<file path="config.mk">
export PLATFORM = sky130hd
export DESIGN_NAME = mem_port_arbiter
export DESIGN_NICKNAME = d
export VERILOG_FILES = /design/src/rtl/mem_port_arbiter.sv
export SDC_FILE = /design/constraint.sdc
export NUM_CORES = 1
export LEC_CHECK = 0
export CAP_MARGIN = 20
export CORE_UTILIZATION = 29
export CTS_CLUSTER_SIZE = 14
export DETAILED_ROUTE_END_ITERATION = 8
export SKIP_CTS_REPAIR_TIMING = 1
export SLEW_MARGIN = 10
export SYNTH_ARGS = -nofsm -noshare
export SYNTH_HDL_FRONTEND = slang
export SYNTH_SLANG_ARGS = --single-unit
</file>
<file path="constraint.sdc">
create_clock -name clk -period 2.2 [get_ports clk]
set_input_delay 0.44 -clock clk [delete_from_list [all_inputs] [get_ports clk]]
set_output_delay 0.44 -clock clk [all_outputs]
set_load 0.01 [all_outputs]
</file>
<file path="src/rtl/mem_port_arbiter.sv">
// Two-requester round-robin arbiter in front of one single-ported memory.
// Registers the winning request, drives the memory port, waits LATENCY cycles on reads, then acks.
module mem_port_arbiter #(
    parameter int LATENCY = 1
) (
    input  logic        clk,
    input  logic        reset,
    input  logic        req0,
    input  logic        req1,
    input  logic [31:0] addr0,
    input  logic [31:0] addr1,
    input  logic [31:0] wdata0,
    input  logic [31:0] wdata1,
    input  logic        we0,
    input  logic        we1,
    output logic [31:0] rdata0,
    output logic [31:0] rdata1,
    output logic        ack0,
    output logic        ack1,
    output logic [31:0] mem_address,
    output logic [31:0] mem_data_out,
    output logic        mem_we,
    input  logic [31:0] mem_data_in,
    output logic        busy,
    output logic        grant_id
);

    typedef enum logic [1:0] {IDLE, ISSUE, WAIT, DONE} state_t;

    state_t      state, state_d;
    logic [3:0]  cnt, cnt_d;
    logic        last_grant, last_grant_d;
    logic        we_q, we_q_d;
    logic        gnt;
    logic [31:0] rdata0_d, rdata1_d, mem_address_d, mem_data_out_d;
    logic        ack0_d, ack1_d, mem_we_d, busy_d, grant_id_d;

    always_comb begin
        state_d        = state;
        cnt_d          = cnt;
        last_grant_d   = last_grant;
        we_q_d         = we_q;
        rdata0_d       = rdata0;
        rdata1_d       = rdata1;
        mem_address_d  = mem_address;
        mem_data_out_d = mem_data_out;
        grant_id_d     = grant_id;
        ack0_d         = 1'b0;
        ack1_d         = 1'b0;
        mem_we_d       = 1'b0;
        // Contended requests go to whoever was not served last.
        gnt            = (req0 && req1) ? ~last_grant : req1;

        case (state)
            IDLE: begin
                if (req0 || req1) begin
                    mem_address_d  = gnt ? addr1 : addr0;
                    mem_data_out_d = gnt ? wdata1 : wdata0;
                    we_q_d         = gnt ? we1 : we0;
                    mem_we_d       = gnt ? we1 : we0;
                    grant_id_d     = gnt;
                    last_grant_d   = gnt;
                    state_d        = ISSUE;
                end
            end
            ISSUE: begin
                if (we_q) begin
                    ack0_d  = ~grant_id;
                    ack1_d  = grant_id;
                    state_d = DONE;
                end else begin
                    cnt_d   = 4'(LATENCY);
                    state_d = WAIT;
                end
            end
            WAIT: begin
                cnt_d = cnt - 4'd1;
                if (cnt == 4'd1) begin
                    if (grant_id) rdata1_d = mem_data_in;
                    else          rdata0_d = mem_data_in;
                    ack0_d  = ~grant_id;
                    ack1_d  = grant_id;
                    state_d = DONE;
                end
            end
            DONE: state_d = IDLE;
            default: state_d = IDLE;
        endcase

        busy_d = (state_d != IDLE);
    end

    always_ff @(posedge clk) begin
        if (reset) begin
            state        <= IDLE;
            cnt          <= '0;
            last_grant   <= 1'b1;
            we_q         <= 1'b0;
            rdata0       <= '0;
            rdata1       <= '0;
            mem_address  <= '0;
            mem_data_out <= '0;
            grant_id     <= 1'b0;
            ack0         <= 1'b0;
            ack1         <= 1'b0;
            mem_we       <= 1'b0;
            busy         <= 1'b0;
        end else begin
            state        <= state_d;
            cnt          <= cnt_d;
            last_grant   <= last_grant_d;
            we_q         <= we_q_d;
            rdata0       <= rdata0_d;
            rdata1       <= rdata1_d;
            mem_address  <= mem_address_d;
            mem_data_out <= mem_data_out_d;
            grant_id     <= grant_id_d;
            ack0         <= ack0_d;
            ack1         <= ack1_d;
            mem_we       <= mem_we_d;
            busy         <= busy_d;
        end
    end

endmodule

</file>
Word-level counts from Yosys, hierarchy flattened

Index checks and enable logic that the tools add are counted.

Flip-flop bits (word level): 141
Input bits: 166
Logic and storage cells: 49

Add/sub/neg operators: 1
Equality and inequality tests: 5
Multiplexer cells: 16
Bitwise gates (word level): 4
Reduce and logical (&&, ||, !) cells: 10

Operators with widths:

| cell                                                               | number |
|---|---|
| 32-bit two-way mux                                                 | 2 |
| 2-bit case mux with 4 select lines                                 | 1 |
| 4-bit case mux with 2 select lines                                 | 1 |
| 1-bit two-way mux                                                  | 7 |
| 3-bit AND reduction                                                | 2 |
| 2-bit == test, second input constant                               | 2 |
| 4-bit by 1-bit == test with 1-bit output, second input constant    | 1 |
| 2-bit two-way mux                                                  | 2 |
| 4-bit two-way mux                                                  | 1 |
| 1-bit NOT                                                          | 4 |
| 1-bit case mux with 2 select lines                                 | 2 |
| 2-bit AND reduction                                                | 2 |
| 2-bit nonzero test                                                 | 2 |
| 4-bit by 1-bit subtractor with 4-bit output, second input constant | 1 |
| 3-bit OR reduction                                                 | 1 |
| 2-bit by 1-bit == test with 1-bit output, second input constant    | 1 |
| 2-bit zero test                                                    | 1 |
| 2-bit inequality test, second input constant                       | 1 |
| 1-bit logical AND                                                  | 1 |
| 1-bit logical OR                                                   | 1 |

Longest topological paths before layout

Depth in word-level cells: 4
Mapped depth: 9

Least setup slack after synthesis

Ideal clock, no wire load.

Path kind: register to register
From: register state[0]
To: register rdata1[15]
Arrival: 1.478 ns
Required time: 2.059 ns
Path slack: 0.581 ns
Cell stages (with the launch flop): 10
Clock period less this slack: 1.619 ns
Path through: dfxtp_1 -> inv_1 -> ha_1 -> buf_4 -> and4bb_4 -> and2_1 -> clkbuf_4 -> buf_6 -> nand2_1 -> a21oi_2

Word-level cells in the longest chain between the ends: 2

Ends and longest elaborated chain:

| element                       | RTL line | RTL |
|---|---|---|
| from (decl)                   | 30       | `state_t state, state_d;` |
| from (signal assigned)        | 109      | `state <= state_d;` |
| 2-bit == test                 | 54       | `case (state)` |
| 3-bit AND reduction (no line) | n/a      |  |
| to (signal assigned)          | 114      | `rdata1 <= rdata1_d;` |
| to (decl)                     | 17       | `output logic [31:0] rdata1,` |

No other way between the ends.
A chain may end at the register's enable or synchronous reset.

Worst setup path after layout

From: register mem_data_out[31]
To: output mem_data_out[31]

RTL lines:

| element                | RTL line | RTL |
|---|---|---|
| from (decl)            | 21       | `output logic [31:0] mem_data_out,` |
| from (signal assigned) | 116      | `mem_data_out <= mem_data_out_d;` |

No word-level cell between the ends.

==> impl_metrics.env <==
export IMPL_final_cell_mix="297 x clkdlybuf4s50_1, 261 x nand2_1, 141 x dfxtp_1, 70 x nor2_1, 65 x a311oi_1"
export IMPL_crit_arrival_ns=1.38
export IMPL_layoutNonFillerInstCount=1262
export IMPL_cp_endpoint="mem_data_out[31]"
export IMPL_finalSetupTns_ns=0
export IMPL_syn_avg_cell_area_um2=8.17
export IMPL_place_gp_congestion=0.761
export IMPL_design_core_area_um2=19500
export IMPL_cp_top_family="buffers and inverters"
export IMPL_path_depth=1
export IMPL_rrSetupSlack_ns=0.47
export IMPL_cts_tree="yes"
export IMPL_totalWireLength_mm=19.0
export IMPL_powerDensity_nw_per_um2=1010
export IMPL_synth_nets=880
export IMPL_min_period_ns=1.82
export IMPL_ff2ff_path_depth=6
export IMPL_dr_total_vias=5740
export IMPL_final_max_slew_viol_count=0
export IMPL_cp_start_kind="flop"
export IMPL_grt_antenna_before_repair=1
export IMPL_worst_pin_slew_ns=0.490
export IMPL_synth_top_area_cell="dfxtp_1"
export IMPL_dieHeight_um=143
export IMPL_fin_nets=1155
export IMPL_leakage_nw=3.46
export IMPL_post_route_period_util_pct=82.7
export IMPL_drt_iter0_drc=195
export IMPL_cts_num_sinks=141
export IMPL_layout_area_overhead_vs_synth_pct=65.9
export IMPL_fin_ws_ns=0.380
export IMPL_fill_cells=1941
export IMPL_io_pins=299
export IMPL_critPathSlowestCell="clkdlybuf4s50_1"
export IMPL_hold_path_class="in2reg"
export IMPL_htree_levels=4
export IMPL_dp_cells=1229
export IMPL_synth_cells=708
export IMPL_rsz0062_at_grt="no"
export IMPL_ys_warn_count=0
export IMPL_layout_commonest_cell="clkdlybuf4s50_1"
export IMPL_grt_pass1_vias=5522
export IMPL_numCtsBuffers=17
export IMPL_ant_nets=0
export IMPL_cap_violations=0
export IMPL_max_slew_margin_pct=67.0
export IMPL_synth_top_area_share_pct=48.8
export IMPL_grtUsageTotal_pct=18.5
export IMPL_rows=51
export IMPL_status="complete, no violations"
export IMPL_slowest_delay_ns=0.62
export IMPL_routedWlPerCell_um=15.1
export IMPL_end_kind="output pin"
export IMPL_critPathLaunch="mem_data_out[31]"
export IMPL_finalHoldViolations=0
export IMPL_drc=0
export IMPL_cp_max_fo=2
export IMPL_initial_core_util_pct=29.6
export IMPL_grt_pass1_wl_mm=29.4
export IMPL_syn_cell_area_um2=5790
export IMPL_synth_seq_cells=141
export IMPL_overflow=0
export IMPL_drtPass1Iterations=4
export IMPL_finalSetupViolCount=0
export IMPL_ir_drop_v=0.000583
export IMPL_worstReg2RegStart="state[0]"
export IMPL_clk_pin_slew_ns=0.06
export IMPL_yosysSeqAreaShare_pct=48.8
export IMPL_synth_cell_types=36
export IMPL_critical_path_class="reg2out"
export IMPL_clock_latency_ns=0.41
export IMPL_fmaxAchievable_ghz=0.549
export IMPL_grt_max_degree=55
export IMPL_final_core_util_pct=49.2
export IMPL_regToRegEndpoint="mem_data_out[22]"
export IMPL_clockBufferDepth=2
export IMPL_hpwlAfterDp_mm=13.6
export IMPL_cts_root_buf="clkbuf_16"
export IMPL_path_cells="clkdlybuf4s50_1"
export IMPL_portBuffers=298
export IMPL_cp_required_ns=1.76
export IMPL_drive_above_1_share_pct=8.63
export IMPL_vias_per_cell=4.55
export IMPL_path_buf_inv=1
export IMPL_fp_dieW_um=143
export IMPL_min_path_cells=2
export IMPL_pre_cts_slack_ns=0.147
export IMPL_synthTopCellsByArea="dfxtp_1 49%, nand2_1 17%, a311oi_1 9.8%"
export IMPL_die_area_um2=20500
export IMPL_fin_skew_ns=0.00914
export IMPL_hold_worst_slack_ns=0.448
-- synthesized netlist by cell type --
master and instances:
buf_2 24, nor4b_1 1, buf_1 2, nor2_1 70
a311o_1 1, mux2i_1 1, nor3_1 2, and2_1 2
nand3_1 1, a211oi_1 2, nor2b_2 1, buf_6 13
o21ai_0 4, and3b_1 2, nor4_1 1, and2b_1 1
clkbuf_1 14, clkbuf_4 1, a22oi_1 1, a21oi_1 39
inv_1 6, nor3b_1 1, a21oi_2 30, and4bb_4 1
nor2b_1 1, a311oi_1 65, ha_1 6, nand2b_1 1
buf_4 5, or2b_4 1, o21a_1 1, a31oi_1 2
nand2_1 262, dfxtp_1 141, or2_2 1, nand3b_1 1
-- cells by family after synthesis --
logic type / share of synthesized area (%)
buffers and inverters: 6.81
adder cells (fa/ha/maj): 1.30
flip-flops: 48.8
AO/OA/AOI/OAI: 19.0
multiplexers: 0.173
AND/OR/NAND/NOR: 23.9
-- power by group --
part	internal, mW	total [mW]	switching (mW)
Sequential	3.08	3.38	0.296
Combinational	1.74	3.35	1.61
Clock	1.75	2.99	1.24
Total	6.58	9.72	3.14
-- through the flow --
stage	total power [mW]	area [um^2]
6_report	9.72	9600
5_1_grt	10.3	9600
4_1_cts	9.85	9600
3_5_place_dp	6.80	8990
3_3_place_gp	6.78	8990
2_1_floorplan	5.16	5790
-- final cells by class --
| type | instances | area (um^2) | share of cell area [%] |
|---|---|---|---|
| inverter | 6 | 22.5 | 0.235 |
| multi-input combinational | 502 | 2580 | 26.9 |
| antenna | 1 | 2.50 | 0.0261 |
| clock buffer | 18 | 439 | 4.58 |
| tap | 265 | 332 | 3.45 |
| clock inverter | 14 | 170 | 1.77 |
| timing repair buffer | 315 | 3230 | 33.7 |
| sequential | 141 | 2820 | 29.4 |
-- sequential cells by signal, indices dropped and copies added, names as in the netlist, 2 cells and up --
name          flops
cnt               4
mem_address      32
state             2
rdata0           32
rdata1           32
mem_data_out     32
-- metal layers --
metal  track usage, %  vias up  routed length [um]  part of all wire (%)
met4             7.11        0                 439                   2.3
met3             7.88       24                1830                   9.6
met2             29.3      208                8490                    45
li1                 -     2939                   -                     -
met5                0        -                   0                     0
met1             22.2     2569                8240                    43
-- worst min path at each step --
stage | start | endpoint | slack, ns
2_1_floorplan | cnt[1] | cnt[1] | 0.45
3_3_place_gp | rdata0[30] | rdata0[30] | 0.44
3_5_place_dp | rdata0[16] | rdata0[16] | 0.45
4_1_cts | reset | cnt[0] | 0.43
5_1_grt | reset | cnt[0] | 0.44
6_report | reset | state[0] | 0.45
(Power assumes the default switching activity.)
